`src/rtl/uart_tx_arbiter.sv`:
```
// Round-robin arbiter sharing one trans_fsm UART transmitter among NUM_REQ clients.
// Optional build macro UART_ARB_FIXED_PRIO_EN adds a fixed_prio input selecting lowest-index-first arbitration.
module uart_tx_arbiter #(
    parameter int unsigned NUM_REQ = 4,
    parameter int unsigned DW      = 10,
    parameter int unsigned TIMEOUT = 1023,
    parameter int unsigned TW      = 10
) (
    input  logic                  clock,
    input  logic                  reset,
    input  logic                  enable,
`ifdef UART_ARB_FIXED_PRIO_EN
    input  logic                  fixed_prio,
`endif
    input  logic [NUM_REQ-1:0]    req,
    input  logic [NUM_REQ*DW-1:0] req_data,
    output logic [NUM_REQ-1:0]    gnt,
    output logic [NUM_REQ-1:0]    done,
    output logic                  err_timeout,
    output logic                  tx_enable,
    output logic                  tx_send,
    output logic [DW-1:0]         tx_datain,
    input  logic                  tx_busy,
    output logic [2:0]            cur_owner,
    output logic                  active
);

    localparam int unsigned IW     = 3;
    localparam int unsigned PW     = IW + 1;
    localparam int unsigned MAXREQ = 8;

    typedef enum logic [1:0] {
        IDLE,
        SEND,
        WAIT_FALL,
        DONE
    } state_t;

    state_t              state, state_nxt;
    logic [IW-1:0]       rr_ptr, rr_nxt;
    logic [TW-1:0]       wd_cnt, wd_nxt;
    logic [NUM_REQ-1:0]  gnt_nxt, done_nxt;
    logic                err_nxt, send_nxt, active_nxt;
    logic [DW-1:0]       datain_nxt;
    logic [IW-1:0]       owner_nxt;

    logic [MAXREQ-1:0]   req_pad;
    logic [DW-1:0]       data_arr [MAXREQ];
    logic [IW-1:0]       base, win;
    logic                found;
    logic [PW-1:0]       probe;
    logic [PW-1:0]       owner_inc;
    logic [IW-1:0]       rr_wrap;
    logic [NUM_REQ-1:0]  win_oh, owner_oh;
    logic                wd_expired;

    // Pad requests and frames to 8 slots so a 3-bit index always selects in range
    assign req_pad = MAXREQ'(req);

    always_comb begin
        for (int i = 0; i < int'(MAXREQ); i++) begin
            data_arr[i] = '0;
        end
        for (int i = 0; i < int'(NUM_REQ); i++) begin
            data_arr[i] = req_data[i*DW +: DW];
        end
    end

    // Search starts at the round-robin pointer, or at client 0 when fixed priority is selected
    always_comb begin
`ifdef UART_ARB_FIXED_PRIO_EN
        base = fixed_prio ? '0 : rr_ptr;
`else
        base = rr_ptr;
`endif
        win   = '0;
        found = 1'b0;
        probe = '0;
        for (int i = 0; i < int'(NUM_REQ); i++) begin
            probe = PW'(base) + PW'(i);
            if (probe >= PW'(NUM_REQ)) begin
                probe = probe - PW'(NUM_REQ);
            end
            if (!found && req_pad[probe[IW-1:0]]) begin
                found = 1'b1;
                win   = probe[IW-1:0];
            end
        end
    end

    assign win_oh     = NUM_REQ'(1) << win;
    assign owner_oh   = NUM_REQ'(1) << cur_owner;
    assign owner_inc  = PW'(cur_owner) + PW'(1);
    assign rr_wrap    = (owner_inc >= PW'(NUM_REQ)) ? '0 : owner_inc[IW-1:0];
    assign wd_expired = (wd_cnt == TW'(TIMEOUT));

    // Next-state and next-output logic
    always_comb begin
        state_nxt  = state;
        rr_nxt     = rr_ptr;
        wd_nxt     = wd_cnt;
        gnt_nxt    = '0;
        done_nxt   = '0;
        err_nxt    = 1'b0;
        send_nxt   = tx_send;
        datain_nxt = tx_datain;
        owner_nxt  = cur_owner;
        active_nxt = active;

        case (state)
            IDLE: begin
                send_nxt = 1'b0;
                if (enable && found) begin
                    state_nxt  = SEND;
                    gnt_nxt    = win_oh;
                    datain_nxt = data_arr[win];
                    send_nxt   = 1'b1;
                    owner_nxt  = win;
                    active_nxt = 1'b1;
                    wd_nxt     = '0;
                end
            end
            SEND: begin
                if (tx_busy) begin
                    send_nxt  = 1'b0;
                    state_nxt = WAIT_FALL;
                    wd_nxt    = '0;
                end else if (wd_expired) begin
                    send_nxt  = 1'b0;
                    state_nxt = DONE;
                    done_nxt  = owner_oh;
                    err_nxt   = 1'b1;
                end else begin
                    wd_nxt = wd_cnt + TW'(1);
                end
            end
            WAIT_FALL: begin
                if (!tx_busy) begin
                    state_nxt = DONE;
                    done_nxt  = owner_oh;
                end else if (wd_expired) begin
                    state_nxt = DONE;
                    done_nxt  = owner_oh;
                    err_nxt   = 1'b1;
                end else begin
                    wd_nxt = wd_cnt + TW'(1);
                end
            end
            DONE: begin
                rr_nxt     = rr_wrap;
                active_nxt = 1'b0;
                send_nxt   = 1'b0;
                state_nxt  = IDLE;
            end
            default: begin
                state_nxt  = IDLE;
                send_nxt   = 1'b0;
                active_nxt = 1'b0;
            end
        endcase
    end

    // State and registered outputs
    always_ff @(posedge clock or negedge reset) begin
        if (!reset) begin
            state       <= IDLE;
            rr_ptr      <= '0;
            wd_cnt      <= '0;
            gnt         <= '0;
            done        <= '0;
            err_timeout <= 1'b0;
            tx_send     <= 1'b0;
            tx_datain   <= '0;
            cur_owner   <= '0;
            active      <= 1'b0;
            tx_enable   <= 1'b1;
        end else begin
            state       <= state_nxt;
            rr_ptr      <= rr_nxt;
            wd_cnt      <= wd_nxt;
            gnt         <= gnt_nxt;
            done        <= done_nxt;
            err_timeout <= err_nxt;
            tx_send     <= send_nxt;
            tx_datain   <= datain_nxt;
            cur_owner   <= owner_nxt;
            active      <= active_nxt;
            tx_enable   <= 1'b1;
        end
    end

endmodule

```
`config.mk`:
```
export PLATFORM = sky130hd
export DESIGN_NAME = uart_tx_arbiter
export DESIGN_NICKNAME = d
export VERILOG_FILES = /design/src/rtl/uart_tx_arbiter.sv
export SDC_FILE = /design/constraint.sdc
export NUM_CORES = 1
export LEC_CHECK = 0
export ABC_AREA = 1
export ABC_CLOCK_PERIOD_IN_PS = 2400
export CAP_MARGIN = 20
export CORE_UTILIZATION = 43
export DETAILED_ROUTE_END_ITERATION = 10
export MAX_ROUTING_LAYER = met4
export PLACE_DENSITY = 0.83
export SYNTH_ARGS = -nofsm -noshare
export SYNTH_HDL_FRONTEND = slang
export SYNTH_SLANG_ARGS = --single-unit
```
`constraint.sdc`:
```
create_clock -name clock -period 2.4 [get_ports clock]
set_clock_uncertainty 0.1 [all_clocks]
set_input_delay 0.48 -clock clock [delete_from_list [all_inputs] [get_ports clock]]
set_output_delay 0.48 -clock clock [all_outputs]
set_load 0.02 [all_outputs]
```
== After elaboration in Yosys (flattened, before gate mapping) ==
Cells that the tools add are included.
Storage, ports and cells
  register bits after elaboration: 39
  bits of input ports: 48
  output and inout bits: 25
Cells by class
  $add $sub $neg: 9
  $lt $le $gt $ge: 10
  equality and inequality tests: 7
  shift operators: 2
  multiplexer cells: 50
  bitwise gates (word level): 1
  reductions and logical operators: 15
Operators with widths (count)
  10-bit two-way mux: 6
  10-bit binary-select mux with 3-bit select: 1
  10-bit case mux with 3 select lines: 1
  3-bit two-way mux: 9
  4-bit two-way mux: 5
  4-bit by 3-bit greater-or-equal comparator with 1-bit output (second input constant): 4
  3-bit by 4-bit < comparator with 1-bit output (second input constant): 4
  1-bit two-way mux: 15
  1-bit binary-select mux with 3-bit select: 4
  3-bit subtractor (second input constant): 4
  10-bit by 1-bit adder with 10-bit output (second input constant): 1
  10-bit == test (second input constant): 1
  3-bit by 1-bit adder with 4-bit output (second input constant): 2
  3-bit by 2-bit adder with 4-bit output (second input constant): 2
  2-bit two-way mux: 4
  2-bit case mux with 4 select lines: 1
  4-bit case mux with 2 select lines: 1
  1-bit by 3-bit << shifter with 4-bit output (first input constant): 2
  2-bit AND reduction: 3
  3-bit nonzero test: 2
  2-bit == test (second input constant): 2
  4-bit greater-or-equal comparator (second input constant): 1
  1-bit logical AND: 4
  2-bit != test (second input constant): 2
  other kinds (10): 13

== Depth between registers and ports, before layout ==
  word-level depth: 18
  gate-level depth with buffers: 16

== Least setup slack after synthesis ==
OpenSTA, ideal clock, no wires.
  kind: flip-flop to flip-flop
  from: reg rr_ptr[0], in the netlist base[0]
  to: reg tx_datain[4]
  arrival time: 1947 ps
  slack: 236 ps
  stages on the path, launching flop included: 16
  path buffers: 1
  clock period less this slack: 2164 ps
  cells stage by stage: dfrtp_1 > inv_4 > ha_1 > inv_1 > nand3_1 > nand3_2 > nand2_1 > nand2_2 > nand2_4 > nand2_4 > buf_6 > nand2_1 > nand3_1 > nand2_1 > nand2_1 > nand2_1
On the way
  word-level cells in the longest chain between the ends: 18
  elaborated cells between the ends (all ways): 43
  classes of those cells: 7 x add/sub; 4 x order compare; 23 x mux; 1 x bitwise; 8 x reduce/logical
RTL lines
  start, declared: line 40  | logic [IW-1:0] rr_ptr, rr_nxt;
  start signal, assigned: line 179  | rr_ptr <= rr_nxt;
  parallel branches: the longest is 18 deep, another holds 3-bit by 1-bit adder with 4-bit output
  end signal, assigned: line 185  | tx_datain <= datain_nxt;
  end, declared: line 22  | output logic [DW-1:0] tx_datain,
Parallel ways; which one is timed is not known. The select of a mux whose other input is x is not followed.
A chain may end at the register's enable or synchronous reset.

== Worst setup path after layout ==
  from: reg rr_ptr[0], in the netlist base[0]
  to: reg wd_cnt[7]
On the way
  word-level cells in the longest chain between the ends: 17
  elaborated cells between the ends (all ways): 36
  classes of those cells: 7 x add/sub; 4 x order compare; 1 x eq/ne; 16 x mux; 8 x reduce/logical
RTL lines
  parallel branches: the longest is 13 deep, another holds 3-bit by 1-bit adder with 4-bit output
  1-bit two-way mux *: line 84  | if (!found && req_pad[probe[IW-1:0]]) begin
  1-bit logical AND *: line 113  | if (enable && found) begin
  2-bit != test (no source line) *
  3-bit AND reduction (no source line) *
  end signal, assigned: line 180  | wd_cnt <= wd_nxt;
  end, declared: line 41  | logic [TW-1:0] wd_cnt, wd_nxt;
Mark *: on every way between the ends. The select of a mux whose other input is x is not followed.

==> impl_metrics.sql <==
INSERT INTO impl_metrics (metric_group, metric, value, unit) VALUES
('run_status', 'outcome', 'finished clean', ''),
('critical_path', 'gate_family_responsible_for_the_most_delay_along_the_worst_path', 'simple AND/OR/NAND/NOR gates', ''),
('critical_path', 'cp_slowest_cell', 'sky130_fd_sc_hd__dfrtp_1', ''),
('finish', 'fillerInstances', '547', ''),
('critical_path', 'setup.worst_path.class', 'flop to flop', ''),
('synth', 'synth_compound_gate_area_share', '0.0546', ''),
('synth', 'ys.warnings.count', '0', ''),
('power_and_ir_drop', 'p_int', '2.31', 'mW'),
('power_and_ir_drop', 'power.leakage', '1.93', 'nW'),
('critical_path', 'cp_cell_sequence', 'inv_4 > ha_2 > inv_1 > nand3_1 > nand2_1 > nor2_4 > nand3b_2 > nand2_2 > nand2_2 > nand2_8 > inv_2 > nand3_1 > o21ai_1', ''),
('drt', 'drc', '0', ''),
('finish', 'postLayoutCellArea', '0.00382', 'mm2'),
('synth', 'yosys-mux-area-fraction', '0', ''),
('floorplan', 'die_w', '83.3', 'um'),
('power_and_ir_drop', 'design_power_total', '4.61', 'mW'),
('drt', 'detailroute.via_count', '2797', ''),
('global_route', 'globalRoute.totalOverflow', '0', ''),
('critical_path', 'setup.worst_path.end_class', 'flop', ''),
('synth', 'postSynthRegisterBits', '39', ''),
('cts', 'clock_insertion_delay_worst_skew', '300', 'ps'),
('global_route', 'antenna_found_initial', '0', ''),
('critical_path', 'worst_ep_required_time', '2480', 'ps'),
('timing', 'tightestPinTransition', '845', 'ps'),
('cts', 'ctsHtreeMaxLevel', '2', ''),
('critical_path', 'cp-start-kind', 'flop', ''),
('cts', 'tritoncts.num_buffers', '5', ''),
('floorplan', 'floorplan_row_count', '29', ''),
('place', 'hpwlAfterDp', '5100', 'um'),
('drt', 'routed_wire_length_per_instance', '12.2', 'um'),
('finish', 'antenna_cells_inserted', '0', ''),
('finish', 'drive_gt1_frac', '0.126', ''),
('timing', 'final_hold_viol_count', '0', ''),
('timing', 'clock.fmax', '447', 'MHz'),
('power_and_ir_drop', 'cellPowerDensity', '1200', 'mW/mm2'),
('place', 'place.port_buffers', '71', ''),
('synth', 'synth_adder_area_share', '0.0572', ''),
('synth', 'synthCells', '398', ''),
('min_path', 'hold_crit_path_type', 'input pin to async pin', ''),
('critical_path', 'crit_path_max_fanout', '15', ''),
('synth', 'synth-seq-area-share', '0.343', ''),
('synth', 'synth_simple_gate_area_share', '0.418', ''),
('place', 'routability_congestion_estimate_from_global_placement', '0.866', ''),
('synth', 'yosysTopAreaCellShare', '0.343', ''),
('timing', 'setup_viol', '0', ''),
('finish', 'syn2layout_area_growth', '34.6', '%'),
('drt', 'postRouteWirelength', '6750', 'um'),
('timing', 'final.period_utilization', '0.931', ''),
('drt', 'drt_first_pass_iters', '4', ''),
('cts', 'clock-root-buffer', 'sky130_fd_sc_hd__clkbuf_8', ''),
('synth', 'mappedNetlistArea', '0.00284', 'mm2'),
('synth', 'post-synth-top-count-cell', 'sky130_fd_sc_hd__nand2_1', ''),
('place', 'placedInstanceArea', '0.00363', 'mm2'),
('cts', 'cts.sink_count', '39', ''),
('synth', 'synth.top_cells.by_area', 'sky130_fd_sc_hd__dfrtp_1 (34%), sky130_fd_sc_hd__nand2_1 (15%), sky130_fd_sc_hd__nand3_1 (10%), sky130_fd_sc_hd__inv_1 (7.4%), sky130_fd_sc_hd__ha_1 (5.7%)', ''),
('timing', 'slew_viol_final', '0', ''),
('power_and_ir_drop', 'power.share.clock', '0.121', ''),
('cts', 'hold_buffers', '0', ''),
('global_route', 'grt_util_all_layers', '0.208', ''),
('synth', 'synth_unique_cells', '41', ''),
('floorplan', 'initial_utilization', '0.447', ''),
('global_route', 'first_global_vias', '2703', ''),
('floorplan', 'floorplan.io_pins', '73', ''),
('run', 'max-cap-violations', '0', ''),
('synth', 'synth_fp_nets', '459', ''),
('global_route', 'grt_max_degree', '40', ''),
('cts', 'clkSlewWorstSetupHoldPaths', '90', 'ps'),
('floorplan', 'dieArea', '0.00694', 'mm2'),
('synth', 'synth_xor_area_frac', '0.0123', ''),
('drt', 'drtIter0Drc', '129', ''),
('synth', 'synth_top_area_cell', 'sky130_fd_sc_hd__dfrtp_1', ''),
('global_route', 'first_pass_grt_wire_length', '11700', 'um');
[registers in the layout, summed over array words and instances, names as in the netlist]
signal	cells
base	3
state	2
tx_send	1
tx_datain	10
wd_cnt	10
err_timeout	1
active	1
cur_owner	3
done	4
gnt	4
[power groups by stage]
stage	Sequential (mW)	Combinational (mW)	Clock, mW
2_1_floorplan	1.13	1.96	0
3_3_place_gp	0.977	2.76	0
5_1_grt	0.989	3.41	0.594
3_5_place_dp	0.983	2.85	0
4_1_cts	0.974	2.87	0.569
6_report	0.968	3.08	0.558
[cells in the final DEF, fill, tap and decap left out, drive strengths merged]
master / synthesis / final
nand2: 130 / 130
nand3b: 9 / 9
nor3: 1 / 1
a211oi: 1 / 1
a2bb2oi: 1 / 1
nor2: 24 / 24
buf: 9 / 13
nand3: 62 / 62
clkinvlp: 0 / 2
xor2: 3 / 3
o31ai: 1 / 1
and2: 1 / 1
or2: 4 / 4
clkdlybuf4s50: 0 / 70
dfrtp: 39 / 39
ha: 13 / 13
conb: 1 / 1
o21ai: 17 / 17
xnor2: 1 / 1
inv: 61 / 61
nand4: 8 / 8
o211ai: 1 / 1
clkinv: 1 / 1
bufinv: 0 / 1
a21oi: 3 / 3
a31oi: 1 / 1
nor3b: 3 / 3
o22ai: 1 / 1
clkbuf: 2 / 5
[per-stage QoR]
step           setup slack, ps   util  instances  TNS (ps)  hold slack (ps)
2_1_floorplan              236      -        398         0             84.4
3_3_place_gp              45.6  0.571        544         0              362
3_5_place_dp             -36.7  0.571        544     -99.9              365
4_1_cts                   2.16  0.589        552         0              208
5_1_grt                  -40.0  0.602        555     -55.0              252
6_report                   165  0.602        555         0              182
[cells by family (layout without fill, tap and decap cells)]
group | Yosys count | in the layout
simple gates | 242 | 242
other cells | 1 | 1
buf+inv | 73 | 153
compound gates | 26 | 26
flops | 39 | 39
xor+xnor | 4 | 4
fa+ha+maj | 13 | 13
[area by class of cell]
type | count | area [um2] | area share
repair buffers | 83 | 796 | 0.208
multi-input cells | 286 | 1600 | 0.419
clock buffers | 5 | 68.8 | 0.0180
well taps | 77 | 96.3 | 0.0252
clock inverters | 3 | 46.3 | 0.0121
flip-flops and latches | 39 | 976 | 0.255
inverters | 62 | 239 | 0.0625
[worst paths after layout]
kind | start | endpoint | slack (ps) | cells past startpoint
setup / recovery | base[0]$_DFFE_PN0P_ | wd_cnt[7]$_DFFE_PN0P_ | 160 | 13
hold / removal | reset | tx_datain[9]$_DFFE_PN0P_ | 180 | 1
setup reg to reg | base[0]$_DFFE_PN0P_ | wd_cnt[7]$_DFFE_PN0P_ | 160 | 13
hold reg to reg | tx_datain[8]$_DFFE_PN0P_ | tx_datain[8]$_DFFE_PN0P_ | 390 | 2
max in group asynchronous | reset | err_timeout$_DFF_PN0_ | 1480 | 1
min in group clock | tx_datain[8]$_DFFE_PN0P_ | tx_datain[8]$_DFFE_PN0P_ | 390 | 2
[routing by layer]
metal	track usage	wire length (um)	vias up
met1	0.241	2840	1288
li1	-	-	1415
met5	-	0	-
met4	0.0690	102	0
met2	0.357	3400	83
met3	0.0447	411	11
[repair_timing]
| item | 4_1_cts | 5_1_grt |
|---|---|---|
| resized for setup | 0 | 11 |
| buffers inserted | 0 | 3 |
| endpoints found under the setup margin | 0 | 28 |
(Power assumes the default switching activity.)
